**src/rtl/led_pattern_pkg.sv**
```systemverilog
// Shared types and constants for the multi-channel LED pattern generator.
package led_pattern_pkg;

    typedef enum logic [1:0] {
        MODE_OFF   = 2'd0,
        MODE_ON    = 2'd1,
        MODE_BLINK = 2'd2,
        MODE_CODE  = 2'd3
    } mode_t;

    typedef enum logic [1:0] {
        IDLE   = 2'd0,
        ON_PH  = 2'd1,
        OFF_PH = 2'd2,
        GAP    = 2'd3
    } state_t;

    localparam int PWM_W = 8;

endpackage

```
**src/rtl/led_pattern_chan.sv**
```systemverilog
// One LED channel: OFF/ON/BLINK/CODE state machine advanced by the shared pattern tick.
module led_pattern_chan
    import led_pattern_pkg::*;
#(
    parameter int PERIOD_W   = 16,
    parameter int COUNT_W    = 4,
    parameter int GAP_HALVES = 4
) (
    input  logic                CLK,
    input  logic                RESETN,
    input  logic                tick,
    input  mode_t               mode,
    input  logic [PERIOD_W-1:0] half_period,
    input  logic [COUNT_W-1:0]  blink_count,
    output logic                pattern
);

    localparam int GAP_W = PERIOD_W + 3;

    state_t              state_q, state_d;
    mode_t               mode_q;
    logic [PERIOD_W-1:0] phase_q, phase_d;
    logic [COUNT_W-1:0]  blinks_q, blinks_d;
    logic [GAP_W-1:0]    gap_q, gap_d;
    logic                pat_d;

    logic [PERIOD_W-1:0] hp;
    logic [GAP_W-1:0]    gap_lim;
    logic [COUNT_W:0]    blinks_nx;
    logic                phase_end, gap_end, code_done;

    assign hp        = (half_period == '0) ? PERIOD_W'(1) : half_period;
    // >= rather than == so a half-period shrunk mid-phase ends the phase at the next tick
    assign phase_end = (phase_q >= hp - PERIOD_W'(1));
    assign gap_lim   = GAP_W'(GAP_HALVES) * GAP_W'(hp) - GAP_W'(1);
    assign gap_end   = (gap_q >= gap_lim);
    assign blinks_nx = {1'b0, blinks_q} + (COUNT_W+1)'(1);
    assign code_done = (blinks_nx >= {1'b0, blink_count});

    always_comb begin
        state_d  = state_q;
        phase_d  = phase_q;
        blinks_d = blinks_q;
        gap_d    = gap_q;
        pat_d    = pattern;
        if (mode != mode_q) begin
            phase_d  = '0;
            blinks_d = '0;
            gap_d    = '0;
            case (mode)
                MODE_OFF:   begin state_d = IDLE;  pat_d = 1'b0; end
                MODE_ON:    begin state_d = IDLE;  pat_d = 1'b1; end
                MODE_BLINK: begin state_d = ON_PH; pat_d = 1'b1; end
                default: begin
                    if (blink_count == '0) begin
                        state_d = GAP;
                        pat_d   = 1'b0;
                    end else begin
                        state_d = ON_PH;
                        pat_d   = 1'b1;
                    end
                end
            endcase
        end else if (tick) begin
            case (state_q)
                ON_PH: begin
                    if (phase_end) begin
                        phase_d = '0;
                        state_d = OFF_PH;
                        pat_d   = 1'b0;
                    end else begin
                        phase_d = phase_q + PERIOD_W'(1);
                    end
                end
                OFF_PH: begin
                    if (phase_end) begin
                        phase_d = '0;
                        if (mode == MODE_CODE) begin
                            blinks_d = blinks_nx[COUNT_W-1:0];
                            if (code_done) begin
                                state_d = GAP;
                                pat_d   = 1'b0;
                            end else begin
                                state_d = ON_PH;
                                pat_d   = 1'b1;
                            end
                        end else begin
                            state_d = ON_PH;
                            pat_d   = 1'b1;
                        end
                    end else begin
                        phase_d = phase_q + PERIOD_W'(1);
                    end
                end
                GAP: begin
                    if (gap_end) begin
                        gap_d    = '0;
                        blinks_d = '0;
                        // a zero count keeps the channel parked dark in GAP
                        if (blink_count != '0) begin
                            state_d = ON_PH;
                            pat_d   = 1'b1;
                        end
                    end else if (gap_q != {GAP_W{1'b1}}) begin
                        gap_d = gap_q + GAP_W'(1);
                    end
                end
                default: ;
            endcase
        end
    end

    always_ff @(posedge CLK) begin
        if (!RESETN) begin
            state_q  <= IDLE;
            mode_q   <= MODE_OFF;
            phase_q  <= '0;
            blinks_q <= '0;
            gap_q    <= '0;
            pattern  <= 1'b0;
        end else begin
            state_q  <= state_d;
            mode_q   <= mode;
            phase_q  <= phase_d;
            blinks_q <= blinks_d;
            gap_q    <= gap_d;
            pattern  <= pat_d;
        end
    end

endmodule

```
**src/rtl/led_pattern_gen.sv**
```systemverilog
// Multi-channel status-LED driver: shared tick prescaler plus NUM_LEDS pattern channels.
// Optional LED_PWM_DIM_EN adds a BRIGHTNESS port and a shared 8-bit PWM dimmer.
module led_pattern_gen
    import led_pattern_pkg::*;
#(
    parameter int NUM_LEDS   = 4,
    parameter int CLK_HZ     = 100000000,
    parameter int TICK_HZ    = 1000,
    parameter int PERIOD_W   = 16,
    parameter int COUNT_W    = 4,
    parameter int GAP_HALVES = 4
) (
    input  logic                         CLK,
    input  logic                         RESETN,
    input  logic [2*NUM_LEDS-1:0]        MODE,
    input  logic [PERIOD_W*NUM_LEDS-1:0] HALF_PERIOD,
    input  logic [COUNT_W*NUM_LEDS-1:0]  BLINK_COUNT,
`ifdef LED_PWM_DIM_EN
    input  logic [PWM_W*NUM_LEDS-1:0]    BRIGHTNESS,
`endif
    output logic [NUM_LEDS-1:0]          LED
);

    localparam int DIV   = CLK_HZ / TICK_HZ;
    localparam int DIV_W = (DIV > 1) ? $clog2(DIV) : 1;

    logic [DIV_W-1:0]    pre_cnt;
    logic                tick;
    logic [NUM_LEDS-1:0] pattern;

    // free-running; mode changes never realign it
    assign tick = (pre_cnt == DIV_W'(DIV - 1));

    always_ff @(posedge CLK) begin
        if (!RESETN)   pre_cnt <= '0;
        else if (tick) pre_cnt <= '0;
        else           pre_cnt <= pre_cnt + DIV_W'(1);
    end

    for (genvar i = 0; i < NUM_LEDS; i++) begin : g_chan
        led_pattern_chan #(
            .PERIOD_W  (PERIOD_W),
            .COUNT_W   (COUNT_W),
            .GAP_HALVES(GAP_HALVES)
        ) u_chan (
            .CLK        (CLK),
            .RESETN     (RESETN),
            .tick       (tick),
            .mode       (mode_t'(MODE[2*i +: 2])),
            .half_period(HALF_PERIOD[PERIOD_W*i +: PERIOD_W]),
            .blink_count(BLINK_COUNT[COUNT_W*i +: COUNT_W]),
            .pattern    (pattern[i])
        );
    end

`ifdef LED_PWM_DIM_EN
    logic [PWM_W-1:0] pwm_cnt;

    always_ff @(posedge CLK) begin
        if (!RESETN) begin
            pwm_cnt <= '0;
            LED     <= '0;
        end else begin
            pwm_cnt <= pwm_cnt + PWM_W'(1);
            for (int i = 0; i < NUM_LEDS; i++)
                LED[i] <= pattern[i] & (pwm_cnt < BRIGHTNESS[PWM_W*i +: PWM_W]);
        end
    end
`else
    assign LED = pattern;
`endif

endmodule
```
**config.mk**
```make
export PLATFORM = sky130hd
export DESIGN_NAME = led_pattern_gen
export DESIGN_NICKNAME = d
export VERILOG_FILES = /design/src/rtl/led_pattern_pkg.sv /design/src/rtl/led_pattern_chan.sv /design/src/rtl/led_pattern_gen.sv
export SDC_FILE = /design/constraint.sdc
export NUM_CORES = 1
export LEC_CHECK = 0
export ABC_AREA = 0
export CORE_ASPECT_RATIO = 1.5
export CORE_UTILIZATION = 25
export DETAILED_ROUTE_END_ITERATION = 16
export SYNTH_ARGS = -nofsm -noshare
export SYNTH_HDL_FRONTEND = slang
export SYNTH_SLANG_ARGS = --single-unit
```
**constraint.sdc**
```tcl
create_clock -name CLK -period 7 [get_ports CLK]
set_input_delay 2.1 -clock CLK [delete_from_list [all_inputs] [get_ports CLK]]
set_output_delay 2.1 -clock CLK [all_outputs]
set_load 0.02 [all_outputs]
```
* After elaboration in Yosys (flattened, before gate mapping)
Cells that the tools add are included.
Word-level totals: register bits after elaboration 193, bits of input ports 90, output and inout port bits 4
Operators by class: $add $sub $neg 21, eq/ne operators 61, reduce and logical (&&, ||, !) cells 65, muxes and demuxes 120, bitwise logic cells 1, magnitude comparators 12
Operators by type and width (number):
- 19-bit two-way mux | 8
- 16-bit two-way mux | 8
- 19-bit by 1-bit adder with 19-bit output (second input constant) | 4
- 19-bit >= comparator | 4
- 19-bit != test (second input constant) | 4
- 18-bit by 1-bit subtractor with 19-bit output (second input constant) | 4
- 2-bit two-way mux | 36
- 16-bit by 1-bit adder with 16-bit output (second input constant) | 4
- 16-bit >= comparator | 4
- 16-bit zero test | 4
- 16-bit by 1-bit subtractor with 16-bit output (second input constant) | 4
- 4-bit two-way mux | 12
- 3-bit by 1-bit != test with 1-bit output (second input constant) | 16
- 1-bit two-way mux | 36
- 2-bit OR reduction | 17
- 2-bit equality test (second input constant) | 16
- 4-bit case mux with 2 select lines | 4
- 4-bit nonzero test | 8
- 2-bit by 1-bit != test with 1-bit output (second input constant) | 12
- 2-bit case mux with 3 select lines | 4
- 6-bit AND reduction | 4
- 2-bit nonzero test | 12
- 4-bit by 1-bit adder with 5-bit output (second input constant) | 4
- 5-bit by 4-bit >= comparator with 1-bit output | 4
- other kinds (13) | 47

* Depth between registers and ports, before layout
word-level depth 8, depth in mapped cells 23

* Hierarchy
From an unflattened synthesis, not the netlist that was laid out.
Unflattened totals: cell total of the unflattened synthesis 1775, area, all modules 14428.8 um^2
By module, submodules not included:
- led_pattern_chan (g_chan[0].u_chan ...) | times used 3, area an instance 3387.0 um^2, cells each 422, sequential area each 880.8 um^2
- led_pattern_chan (g_chan[3].u_chan) | times used 1, area an instance 3482.1 um^2, cells each 425, sequential area each 880.8 um^2
- led_pattern_gen | times used 1, area an instance 785.8 um^2, cells each 84, sequential area each 340.3 um^2

* Least setup slack after synthesis
No wires, ideal clock.
path kind input -> register, start input port HALF_PERIOD[53], end register g_chan[3].u_chan.blinks_q[3], stages on the path 20, path slack 0.661 ns, data arrival time 6.274 ns, path buffers 1, library setup time 0.065 ns, cells stage by stage or4_1 > buf_2 > nor2_1 > a31oi_1 > ha_1 > nand2b_1 > or2_2 > nor2_1 > xnor2_1 > ha_1 > nand3_1 > nor4_1 > nand2_1 > mux2_2 > a41o_1 > a211oi_4 > nor2_2 > a221oi_2 > mux2_1 > nor2_1
On the way: cells in the longest elaborated chain, start to end 6, elaborated cells on any way between the ends 9
RTL lines:
- start, declared | RTL line led_pattern_gen.sv:16 | input logic [PERIOD_W*NUM_LEDS-1:0] HALF_PERIOD,
- 16-bit zero test | RTL line led_pattern_chan.sv:32 | assign hp = (half_period == '0) ? PERIOD_W'(1) : half_period;
- 16-bit two-way mux (*) | RTL line led_pattern_chan.sv:32
- 18-bit by 1-bit subtractor with 19-bit output / 16-bit by 1-bit subtractor with 16-bit output (equally long branches) | RTL line led_pattern_chan.sv:35, led_pattern_chan.sv:34
- 19-bit >= comparator / 16-bit >= comparator (equally long branches) | RTL line led_pattern_chan.sv:36, led_pattern_chan.sv:34
- 2-bit by 1-bit != test with 1-bit output (no line)
- 5-bit AND reduction (no line) (*)
- end signal, assigned | RTL line led_pattern_chan.sv:125 | blinks_q <= blinks_d;
- end, declared | RTL line led_pattern_chan.sv:23 | logic [COUNT_W-1:0] blinks_q, blinks_d;
Every way passes the cells marked *; elsewhere a longest branch is shown, timed or not. A chain may end at the register's enable or synchronous reset.

* Worst setup path in the final report
start input port HALF_PERIOD[53], end register g_chan[3].u_chan.gap_q[4]
On the way: cells in the longest elaborated chain, start to end 6, elaborated cells on any way between the ends 7
RTL lines:
- 16-bit zero test | RTL line led_pattern_chan.sv:32
- 16-bit two-way mux (*) | RTL line led_pattern_chan.sv:32
- 18-bit by 1-bit subtractor with 19-bit output (*) | RTL line led_pattern_chan.sv:35 | assign gap_lim = GAP_W'(GAP_HALVES) * GAP_W'(hp) - GAP_W'(1);
- 19-bit >= comparator (*) | RTL line led_pattern_chan.sv:36 | assign gap_end = (gap_q >= gap_lim);
- 2-bit nonzero test (no line)
- 3-bit AND reduction (no line)
- end signal, assigned | RTL line led_pattern_chan.sv:126 | gap_q <= gap_d;
- end, declared | RTL line led_pattern_chan.sv:24 | logic [GAP_W-1:0] gap_q, gap_d;
Marked as above.

==> metrics.md <==
| Metric | Value |
|---|---|
| Min cycle time layout | 6580 ps |
| Vias/cell | 4.98 |
| Detailed-route via count | 12.9k |
| Final Max Tran Viols | 0 |
| Synth cell types | 79 |
| Share of cells above drive strength 1 | 6.21% |
| Post-Syn Area | 0.0140 mm^2 |
| Placed Cells | 2,569 |
| Clk_skew | 15.5 ps |
| FP Rows | 106 |
| Global placer's final weighted congestion | 0.898 |
| CTS clk-pin slew, worst paths | 80 ps |
| Die footprint | 0.0571 mm^2 |
| Inserted Diodes | 0 |
| Sequential area share after synthesis | 27.6% |
| Core ar. | 0.0556 mm^2 |
| Max transition margin | 50.3% |
| Outcome | complete, no violations |
| Largest net degree at the start of global routing | 34 |
| Crit path kind | in2reg |
| Synth top cells by count | nor2_1 (204), dfxtp_1 (193), ha_1 (161), nand2_1 (143), a21oi_1 (103) |
| Post-synth EDFFs | 0 |
| Chip height | 292 um |
| I/O Pins | 94 |
| PwrDens | 152 mW/mm^2 |
| Drt wl/cell | 14.3 um |
| Grt ovf | 0 |
| Peak supply drop | 168 uV |
| Layout Cells excl Fill | 2,601 |
| Synth Warn # | 0 |
| Count leader, synth | nor2_1 |
| Syn Area/Cell | 7.98 um^2 |
| Ys flop type | dfxtp_1 |
| Gr usage total | 13.3% |
| Root Buffer | clkbuf_16 |
| Synth async-reset ratio | 0% |
| Antenna Violating Nets Remaining | 0 |
| Post-CTS Hold Buffers | 0 |
| CP arrival | 6980 ps |
| H-tree depth | 4 |
| Initial Util | 25.2% |
| F_max | 0.152 GHz |
| Vias in the first global route | 13.1k |
| Max_cap viols | 0 |
| Final setup fails | 0 |
| HPWL Detailed | 29.7 mm |
| Synthesized instance count | 1,758 |
| CTS tree | done |
| Synth area leaders | dfxtp_1 (28%), ha_1 (14%), xnor2_1 (5.5%) |
| Final worst path period share | 94.1% |
| Die width | 195 um |
| Later-pin clock latency in the skew report | 460 ps |
| CTS Buffer Depth | 2 |
| CTS Sinks | 193 |
| Hold Path Class | reg2reg |
| Area Overhead vs Synth | 19.5% |
| CP startpoint kind | input pin |
| Nets | 2,137 |
| Synthesized Nets | 2,009 |
| DR iter-0 viols | 523 |
| Final Util | 30.1% |
| CP Capture Type | flop |
| Area leader, netlist | dfxtp_1 |
| Antenna violations before repair | 0 |
| First-pass DRT Iterations | 5 |
| PortBufs | 93 |
| Top cell type's share of synthesized area | 27.6% |
| RSZ-0062 raised after global routing | false |
| Worst slew pin tran | 738 ps |
| Drt total wl | 37.2 mm |
| First-pass GRT wire length | 62.0 mm |
| Req. time, crit path | 7400 ps |
| CTS buffer count | 17 |
| Leakage | 6.12 nW |
| Final hold vios | 0 |
| Worst Path Max Fanout | 4 |
| Overall power | 2.55 mW |
| #FFs+latches synth | 193 |
| Drt drc | 0 |
power breakdown:
| group | internal [mW] | switching, mW | total [mW] | leakage [nW] |
|---|---|---|---|---|
| clock network | 0.653 | 0.472 | 1.13 | 0.328 |
| registers | 1.11 | 0.00811 | 1.12 | 1.56 |
| logic | 0.137 | 0.169 | 0.306 | 4.24 |
state kept, by name, summed over array words and instances, names as in the netlist:
| name | flops |
|---|---|
| g_chan.u_chan.phase_q | 64 |
| g_chan.u_chan.state_q | 8 |
| pre_cnt | 17 |
| g_chan.u_chan.mode_q | 8 |
| g_chan.u_chan.blinks_q | 16 |
| g_chan.u_chan.gap_q | 76 |
| g_chan.u_chan.pattern | 4 |
stage by stage:
stage               setup slack [ps]  hold slack (ps)  TNS (ps)  cell area (um^2)
detailed placement              -200              458     -2140             16100
global route                     109              483         0             16800
CTS                              286              468         0             16700
floorplan                        661              430         0             14000
global placement               -72.5              447     -75.3             16100
finish                           416              470         0             16800
cell families after synthesis:
group                      after synthesis  share of synthesized area (%)
AOI/OAI and AO/OA                      315                           14.5
xor gates and xnor gates               174                           10.9
adders and majority gates              174                           15.3
buffers and inverters                  129                           3.65
DFF                                    193                           27.6
muxes                                   18                           1.35
and+or+nand+nor                        755                           26.8
path summary, 6_finish.rpt:
check	from	to	slack, ps	cells past startpoint
setup / recovery	HALF_PERIOD[53]	g_chan[3].u_chan.gap_q[4]$_SDFFE_PP0P_	420	20
setup reg to reg	g_chan[3].u_chan.phase_q[0]$_SDFFE_PP0P_	g_chan[3].u_chan.blinks_q[0]$_SDFFE_PP0P_	3740	13
hold reg to reg	pre_cnt[0]$_SDFF_PP0_	pre_cnt[0]$_SDFF_PP0_	470	1
hold / removal	pre_cnt[0]$_SDFF_PP0_	pre_cnt[0]$_SDFF_PP0_	470	1
timing repair:
action                                  in CTS  in global routing
endpoints found under the setup margin       0                 11
gates resized for setup                      0                  2
buffers inserted                             0                  0
endpoints found under the hold margin        0                  0
layout by cell type (no fill, tap or decap), types with 16 or more instances in the layout:
master	n
xnor2_1	88
nor3_1	59
nor2_1	204
nand3_1	92
and3_1	32
and2_1	22
a21o_1	20
xor2_1	86
nand2b_1	29
a21oi_1	103
inv_1	92
clkbuf_16	17
nand4_1	42
nor4_1	26
or3_1	40
buf_4	53
nand2_1	143
o21ai_0	66
dfxtp_1	193
clkdlybuf4s50_1	93
or4_1	16
ha_1	161
layout make-up:
type | instances | area [um^2]
fill | 5871 | 38800
multi-input combinational | 1436 | 9670
sequential | 193 | 3860
timing repair buffer | 146 | 1330
tap | 702 | 878
clock buffer | 19 | 443
inverter | 92 | 345
clock inverter | 13 | 220
critical path: stages:
cell and delay, ps:
clkdlybuf4s50_1 420, or4_1 640, nor2_1 180, a31oi_1 140, ha_1 220, nand2b_1 150, or2_2 150, nor2_1 40
xnor2_1 150, ha_1 310, nand3_1 130, nor4_2 430, nand2_1 120, mux2_2 280, a41o_1 260, a211oi_4 330
nor2_2 110, a21o_1 190, or4_1 480, a21oi_1 150
layer usage:
layer	vias to the layer above	GRT usage (%)	share of wire [%]
met5	-	0	0
met1	6087	13.8	40
met2	234	25.8	54
li1	6566	-	-
met4	0	6.49	3.2
met3	61	1.58	2.8
No activity file was read; power rests on OpenSTA's default activity.
